### src/rtl/muldiv_unit.sv
// Multi-cycle multiply / divide / multiply-accumulate unit with a full {HI,LO} result.
// Optional build macro MULDIV_DIV_EARLY_OUT_EN: single-cycle divide for b == 0 or |a| < |b|.
module muldiv_unit #(
    parameter int WIDTH       = 32,
    parameter int MUL_LATENCY = 3
) (
    input  logic                 clk,
    input  logic                 reset,
    input  logic                 in_valid,
    output logic                 in_ready,
    input  logic [2:0]           op,
    input  logic [WIDTH-1:0]     a,
    input  logic [WIDTH-1:0]     b,
    input  logic [2*WIDTH-1:0]   hilo_in,
    input  logic                 flush,
    output logic                 out_valid,
    input  logic                 out_ready,
    output logic [2*WIDTH-1:0]   hilo_out,
    output logic                 busy,
    output logic [1:0]           dbg_state
);

    localparam logic [1:0] S_IDLE = 2'd0;
    localparam logic [1:0] S_MUL  = 2'd1;
    localparam logic [1:0] S_DIV  = 2'd2;
    localparam logic [1:0] S_DONE = 2'd3;

    localparam int CNT_W = $clog2(WIDTH + MUL_LATENCY + 1);
    localparam logic [CNT_W-1:0] DIV_CNT_INIT = CNT_W'(WIDTH - 1);
    localparam logic [CNT_W-1:0] MUL_CNT_INIT = CNT_W'((MUL_LATENCY >= 2) ? (MUL_LATENCY - 2) : 0);

    logic [1:0]           r_state;
    logic [CNT_W-1:0]     r_cnt;
    logic [2:0]           r_op;
    logic [WIDTH-1:0]     r_a;
    logic [WIDTH-1:0]     r_b;
    logic [2*WIDTH-1:0]   r_hilo_in;
    logic [WIDTH-1:0]     r_dvd_q;
    logic [WIDTH-1:0]     r_mag_b;
    logic [WIDTH-1:0]     r_rem;
    logic [2*WIDTH-1:0]   r_hilo_out;

    // Handshake: a request moves on an edge where in_valid & in_ready & ~flush;
    // a result moves on an edge where out_valid & out_ready.
    assign in_ready  = (r_state == S_IDLE) && !reset;
    assign out_valid = (r_state == S_DONE);
    assign busy      = (r_state != S_IDLE);
    assign hilo_out  = r_hilo_out;
    assign dbg_state = r_state;

    // Decode of the incoming request.
    logic                 w_in_signed;
    logic                 w_in_is_div;
    logic [WIDTH-1:0]     w_in_mag_a;
    logic [WIDTH-1:0]     w_in_mag_b;

    assign w_in_signed = ~op[0];
    assign w_in_is_div = (op[2:1] == 2'b01);
    assign w_in_mag_a  = (w_in_signed && a[WIDTH-1]) ? (~a + 1'b1) : a;
    assign w_in_mag_b  = (w_in_signed && b[WIDTH-1]) ? (~b + 1'b1) : b;

    // Multiply path. With a latency of one the result is formed straight from the
    // ports at acceptance; otherwise from the registered operands on the last MUL cycle.
    logic [2:0]           w_m_op;
    logic [WIDTH-1:0]     w_m_ma;
    logic [WIDTH-1:0]     w_m_mb;
    logic [2*WIDTH-1:0]   w_m_hilo;
    logic                 w_m_neg;
    logic [2*WIDTH-1:0]   w_prod_mag;
    logic [2*WIDTH-1:0]   w_prod;
    logic [2*WIDTH-1:0]   w_mul_res;

    always_comb begin
        if (MUL_LATENCY == 1) begin
            w_m_op   = op;
            w_m_ma   = w_in_mag_a;
            w_m_mb   = w_in_mag_b;
            w_m_hilo = hilo_in;
            w_m_neg  = ~op[0] & (a[WIDTH-1] ^ b[WIDTH-1]);
        end else begin
            w_m_op   = r_op;
            w_m_ma   = r_dvd_q;
            w_m_mb   = r_mag_b;
            w_m_hilo = r_hilo_in;
            w_m_neg  = ~r_op[0] & (r_a[WIDTH-1] ^ r_b[WIDTH-1]);
        end
    end

    assign w_prod_mag = (2*WIDTH)'(w_m_ma) * (2*WIDTH)'(w_m_mb);
    assign w_prod     = w_m_neg ? (~w_prod_mag + 1'b1) : w_prod_mag;

    always_comb begin
        w_mul_res = w_prod;
        if (w_m_op[2]) begin
            if (w_m_op[1]) begin
                w_mul_res = w_m_hilo - w_prod;
            end else begin
                w_mul_res = w_m_hilo + w_prod;
            end
        end
    end

    // Restoring divide step: r_dvd_q shifts dividend bits out of the top while
    // quotient bits shift in at the bottom.
    logic [WIDTH:0]       w_div_shift;
    logic                 w_div_ge;
    logic [WIDTH-1:0]     w_div_sub;
    logic [WIDTH-1:0]     w_rem_next;
    logic [WIDTH-1:0]     w_quot_next;
    logic                 w_q_neg;
    logic                 w_r_neg;
    logic [WIDTH-1:0]     w_quot_fix;
    logic [WIDTH-1:0]     w_rem_fix;
    logic [2*WIDTH-1:0]   w_div_res;

    assign w_div_shift = {r_rem, r_dvd_q[WIDTH-1]};
    assign w_div_ge    = (w_div_shift >= {1'b0, r_mag_b});
    assign w_div_sub   = w_div_shift[WIDTH-1:0] - r_mag_b;
    assign w_rem_next  = w_div_ge ? w_div_sub : w_div_shift[WIDTH-1:0];
    assign w_quot_next = {r_dvd_q[WIDTH-2:0], w_div_ge};

    assign w_q_neg    = ~r_op[0] & (r_a[WIDTH-1] ^ r_b[WIDTH-1]);
    assign w_r_neg    = ~r_op[0] & r_a[WIDTH-1];
    assign w_quot_fix = w_q_neg ? (~w_quot_next + 1'b1) : w_quot_next;
    assign w_rem_fix  = w_r_neg ? (~w_rem_next + 1'b1) : w_rem_next;
    assign w_div_res  = (r_b == '0) ? {r_a, {WIDTH{1'b1}}} : {w_rem_fix, w_quot_fix};

`ifdef MULDIV_DIV_EARLY_OUT_EN
    logic                 w_early;
    logic [2*WIDTH-1:0]   w_early_res;

    // Both shortcuts leave HI = a untouched; only LO differs.
    assign w_early     = (b == '0) || (w_in_mag_a < w_in_mag_b);
    assign w_early_res = {a, (b == '0) ? {WIDTH{1'b1}} : {WIDTH{1'b0}}};
`endif

    always_ff @(posedge clk) begin
        if (reset) begin
            r_state    <= S_IDLE;
            r_cnt      <= '0;
            r_op       <= '0;
            r_a        <= '0;
            r_b        <= '0;
            r_hilo_in  <= '0;
            r_dvd_q    <= '0;
            r_mag_b    <= '0;
            r_rem      <= '0;
            r_hilo_out <= '0;
        end else if (flush) begin
            r_state    <= S_IDLE;
            r_hilo_out <= '0;
        end else begin
            case (r_state)
                S_IDLE: begin
                    if (in_valid) begin
                        r_op      <= op;
                        r_a       <= a;
                        r_b       <= b;
                        r_hilo_in <= hilo_in;
                        r_dvd_q   <= w_in_mag_a;
                        r_mag_b   <= w_in_mag_b;
                        r_rem     <= '0;
                        if (w_in_is_div) begin
`ifdef MULDIV_DIV_EARLY_OUT_EN
                            if (w_early) begin
                                r_state    <= S_DONE;
                                r_hilo_out <= w_early_res;
                            end else
`endif
                            begin
                                r_state <= S_DIV;
                                r_cnt   <= DIV_CNT_INIT;
                            end
                        end else if (MUL_LATENCY == 1) begin
                            r_state    <= S_DONE;
                            r_hilo_out <= w_mul_res;
                        end else begin
                            r_state <= S_MUL;
                            r_cnt   <= MUL_CNT_INIT;
                        end
                    end
                end
                S_MUL: begin
                    if (r_cnt == '0) begin
                        r_state    <= S_DONE;
                        r_hilo_out <= w_mul_res;
                    end else begin
                        r_cnt <= r_cnt - 1'b1;
                    end
                end
                S_DIV: begin
                    r_dvd_q <= w_quot_next;
                    r_rem   <= w_rem_next;
                    // Last quotient bit and sign fix-up land on the same edge.
                    if (r_cnt == '0) begin
                        r_state    <= S_DONE;
                        r_hilo_out <= w_div_res;
                    end else begin
                        r_cnt <= r_cnt - 1'b1;
                    end
                end
                default: begin
                    if (out_ready) begin
                        r_state    <= S_IDLE;
                        r_hilo_out <= '0;
                    end
                end
            endcase
        end
    end

endmodule
### config.mk
export PLATFORM = sky130hd
export DESIGN_NAME = muldiv_unit
export DESIGN_NICKNAME = d
export VERILOG_FILES = /design/src/rtl/muldiv_unit.sv
export SDC_FILE = /design/constraint.sdc
export NUM_CORES = 2
export LEC_CHECK = 0
export BUFFER_PORTS_ARGS = -buffer_cell sky130_fd_sc_hd__buf_4
export CAP_MARGIN = 20
export CORE_MARGIN = 5
export CORE_UTILIZATION = 40
export CTS_CLUSTER_SIZE = 30
export DETAILED_ROUTE_END_ITERATION = 10
export GPL_ROUTABILITY_DRIVEN = 1
export PLACE_DENSITY = 0.56
export SYNTH_ARGS = -nofsm -noshare
export SYNTH_HDL_FRONTEND = slang
export SYNTH_SLANG_ARGS = --single-unit
### constraint.sdc
create_clock -name clk -period 13.73 [get_ports clk]
set_input_delay 2.746 -clock clk [delete_from_list [all_inputs] [get_ports clk]]
set_output_delay 2.746 -clock clk [all_outputs]
set_load 0.02 [all_outputs]
==> flow_metrics.tcl <==
set metrics [dict create \
    cpPeakStageDelay_ps 990 \
    die_h_um 391.0 \
    cp_slowest_cell "dfxtp_1" \
    dpl.cell_count 9167 \
    vias 52120 \
    io_pins 205 \
    slew_violations 0 \
    num-nets-final 8710 \
    yosys.area.top_type "fa_1" \
    fp-row-count 139 \
    cts_tree "done" \
    synthTopCellsByCount "nand2_1 (1029), inv_1 (934), fa_1 (898)" \
    clock_sinks 298 \
    drt_pass1_iterations 8 \
    grt_pass1_wl_mm 335.2 \
    netlist_top_cells_area "fa_1 (31%), dfxtp_1 (10%), ha_1 (8.0%)" \
    setup-tns-final_ps 0 \
    core_sq_mm 0.1440 \
    initial_core_util_pct 40.33 \
    period_share_pct 95.64 \
    max-clock-path-buffers 3 \
    synth_top_area_share_pct 30.96 \
    ys_seq_area_share_pct 10.27 \
    cap_viol_max_count 0 \
    cts_root_buf "clkbuf_16" \
    dp_slack_ps 577.5 \
    worst_slew_pin_slew_ps 1085 \
    status "complete, no violations" \
    antenna_found_initial 7 \
    cts.htree.levels 2 \
    worstSetupStartpointType "register" \
    drt_wl_total_mm 222.9 \
    synth-edff-count 0 \
    drtAntennaViolNets 0 \
    syn_to_final_growth_pct 9.571 \
    setup_slack_ps 598.7 \
    fin_cells 9237 \
    portBuffers 204 \
    min_path_type "reg -> reg" \
    power_density_mw_per_mm2 85.10 \
    total_leakage_power_nw 29.30 \
    cp.arrival_ps 13590 \
    cp_data_required_time_ps 14190 \
    synth_nets 8676 \
    yosysMostFrequentCell "nand2_1" \
    ys_seq_elements 298 \
    whs_ps 454.9 \
    cp-end-kind "register" \
    routabilityCongestion 0.9768 \
    vias_per_cell 5.643 \
    yosysWarningCount 0 \
    synth-async-reset-ratio_pct 0 \
    fin_crit_ps 13130 \
    cp_max_fo 17 \
    drive_above_1_share_pct 8.307 \
    grt_pass1_vias 51650 \
    clk_pin_slew_ps 60 \
    synth_ff_type "dfxtp_1" \
    dieArea_sq_mm 0.1529 \
    grt_overflow 0 \
    fin_area_sq_mm 0.06363 \
    numCtsBuffers 39 \
    wl_per_cell_um 24.13 \
    max_freq_mhz 76.15 \
    dieWidth_um 391.0 \
    first_iter_violations 4766 \
    total_power_mw 5.415 \
    yosysUniqueCellTypes 93 \
    fin_util_pct 44.19 \
    cts_setup_buffers 0 \
    grt_setup_unrepaired "no" \
    grt_usage_pct 28.77 \
    grt_max_degree 95 \
    syn_area_per_cell_sq_um 7.987 \
    critPathKind "reg -> reg" \
    synth_cells 7271 \
    maxSlewHeadroom_pct 25.78 \
    clock_skew_ps 52.22 \
    clk_latency_ps 620 \
    setup_viol 0 \
    synth_area_sq_mm 0.05807 \
    postPlaceCellArea_sq_mm 0.06223 \
    path_common_cell "fa_1" \
    ir_drop_v 0.00009072 \
    hpwl_mm 183.6 \
    hold_viol_final 0 \
    drc_errors 0 \
]
flip-flops by register name, summed over array words and instances, names as in the netlist:
name and flops:
hilo_out 64, r_rem 32, r_b 32, r_hilo_in 64, r_a 32, r_cnt 6, r_op 3, r_dvd_q 32
r_mag_b 31, dbg_state 2
cells by family after synthesis:
kind of cell             Yosys count  share of synthesized area (%)
multiplexers                      45                         0.7907
buffers and inverters           1392                          9.019
XOR/XNOR                         344                          5.201
adder cells (fa/ha/maj)         1269                          38.95
AND/OR/NAND/NOR                 2578                          21.24
AO/OA/AOI/OAI                   1345                          14.53
flip-flops                       298                          10.27
repair_timing:
action,in CTS,in global routing
setup endpoints to repair,0,6
hold buffers,0,0
resized for setup,0,12
critical path, delay by kind of cell (launching register included):
family | cells | cell delay, ps
compound gates | 13 | 2540
flops | 1 | 990
fa+ha+maj | 10 | 4970
buf+inv | 5 | 680
xor+xnor | 2 | 630
simple gates | 14 | 3140
layer usage:
metal / vias to the layer above / global-route usage (%) / wire length [um]
met5: - / 0 / 13
met4: 2 / 10.91 / 10530
met3: 370 / 3.698 / 15670
met2: 2101 / 45.10 / 99150
met1: 26100 / 40.68 / 97570
li1: 23550 / - / -
report_power, final:
group / internal [mW] / switching, mW / total [mW]
logic: 1.17 / 2.11 / 3.28
clock network: 0.683 / 0.462 / 1.14
registers: 0.903 / 0.0906 / 0.993
placed cells by master (no fill, tap or decap), types with 11 or more instances in the layout:
| cell type | instances |
|---|---|
| xor2_1 | 148 |
| or2_2 | 17 |
| or4_1 | 20 |
| o211ai_1 | 50 |
| and3_1 | 34 |
| or3_1 | 48 |
| mux2i_1 | 38 |
| a21oi_1 | 548 |
| o21bai_1 | 30 |
| clkbuf_16 | 39 |
| nand2_1 | 1029 |
| fa_1 | 898 |
| nand2b_1 | 33 |
| a21o_1 | 90 |
| o21a_1 | 32 |
| and2_1 | 513 |
| inv_1 | 934 |
| o41ai_1 | 16 |
| dfxtp_1 | 280 |
| nand3b_1 | 12 |
| nand4_1 | 47 |
| o21ai_0 | 223 |
| xnor2_1 | 195 |
| a22oi_1 | 29 |
| a211oi_1 | 64 |
| nor3_1 | 92 |
| a311oi_1 | 11 |
| a31oi_1 | 57 |
| nor2_1 | 515 |
| o31ai_1 | 30 |
| and4_1 | 19 |
| dfxtp_2 | 18 |
| nor2b_1 | 23 |
| ha_1 | 368 |
| nor4_1 | 49 |
| nand3_1 | 64 |
| buf_4 | 441 |
| a211o_1 | 13 |
| nor3b_1 | 16 |
worst paths after layout:
path / start / to / slack, ps / cells after the start
max: r_dvd_q[24] / hilo_out[61] / 600 / 44
max reg2reg: r_dvd_q[24] / hilo_out[61] / 600 / 44
min reg2reg: r_b[26] / r_b[26] / 450 / 2
min: r_b[26] / r_b[26] / 450 / 2
cell type report:
cell class	instances	area, sq um
multi-input combinational	5581	46940
clock buffer	54	1112
inverter	939	3525
timing repair buffer	446	3412
sequential	298	5988
clock inverter	13	264.0
antenna	3	7.507
tap	1903	2381
fill	14580	80370
Power figures use the tool's default switching activity.
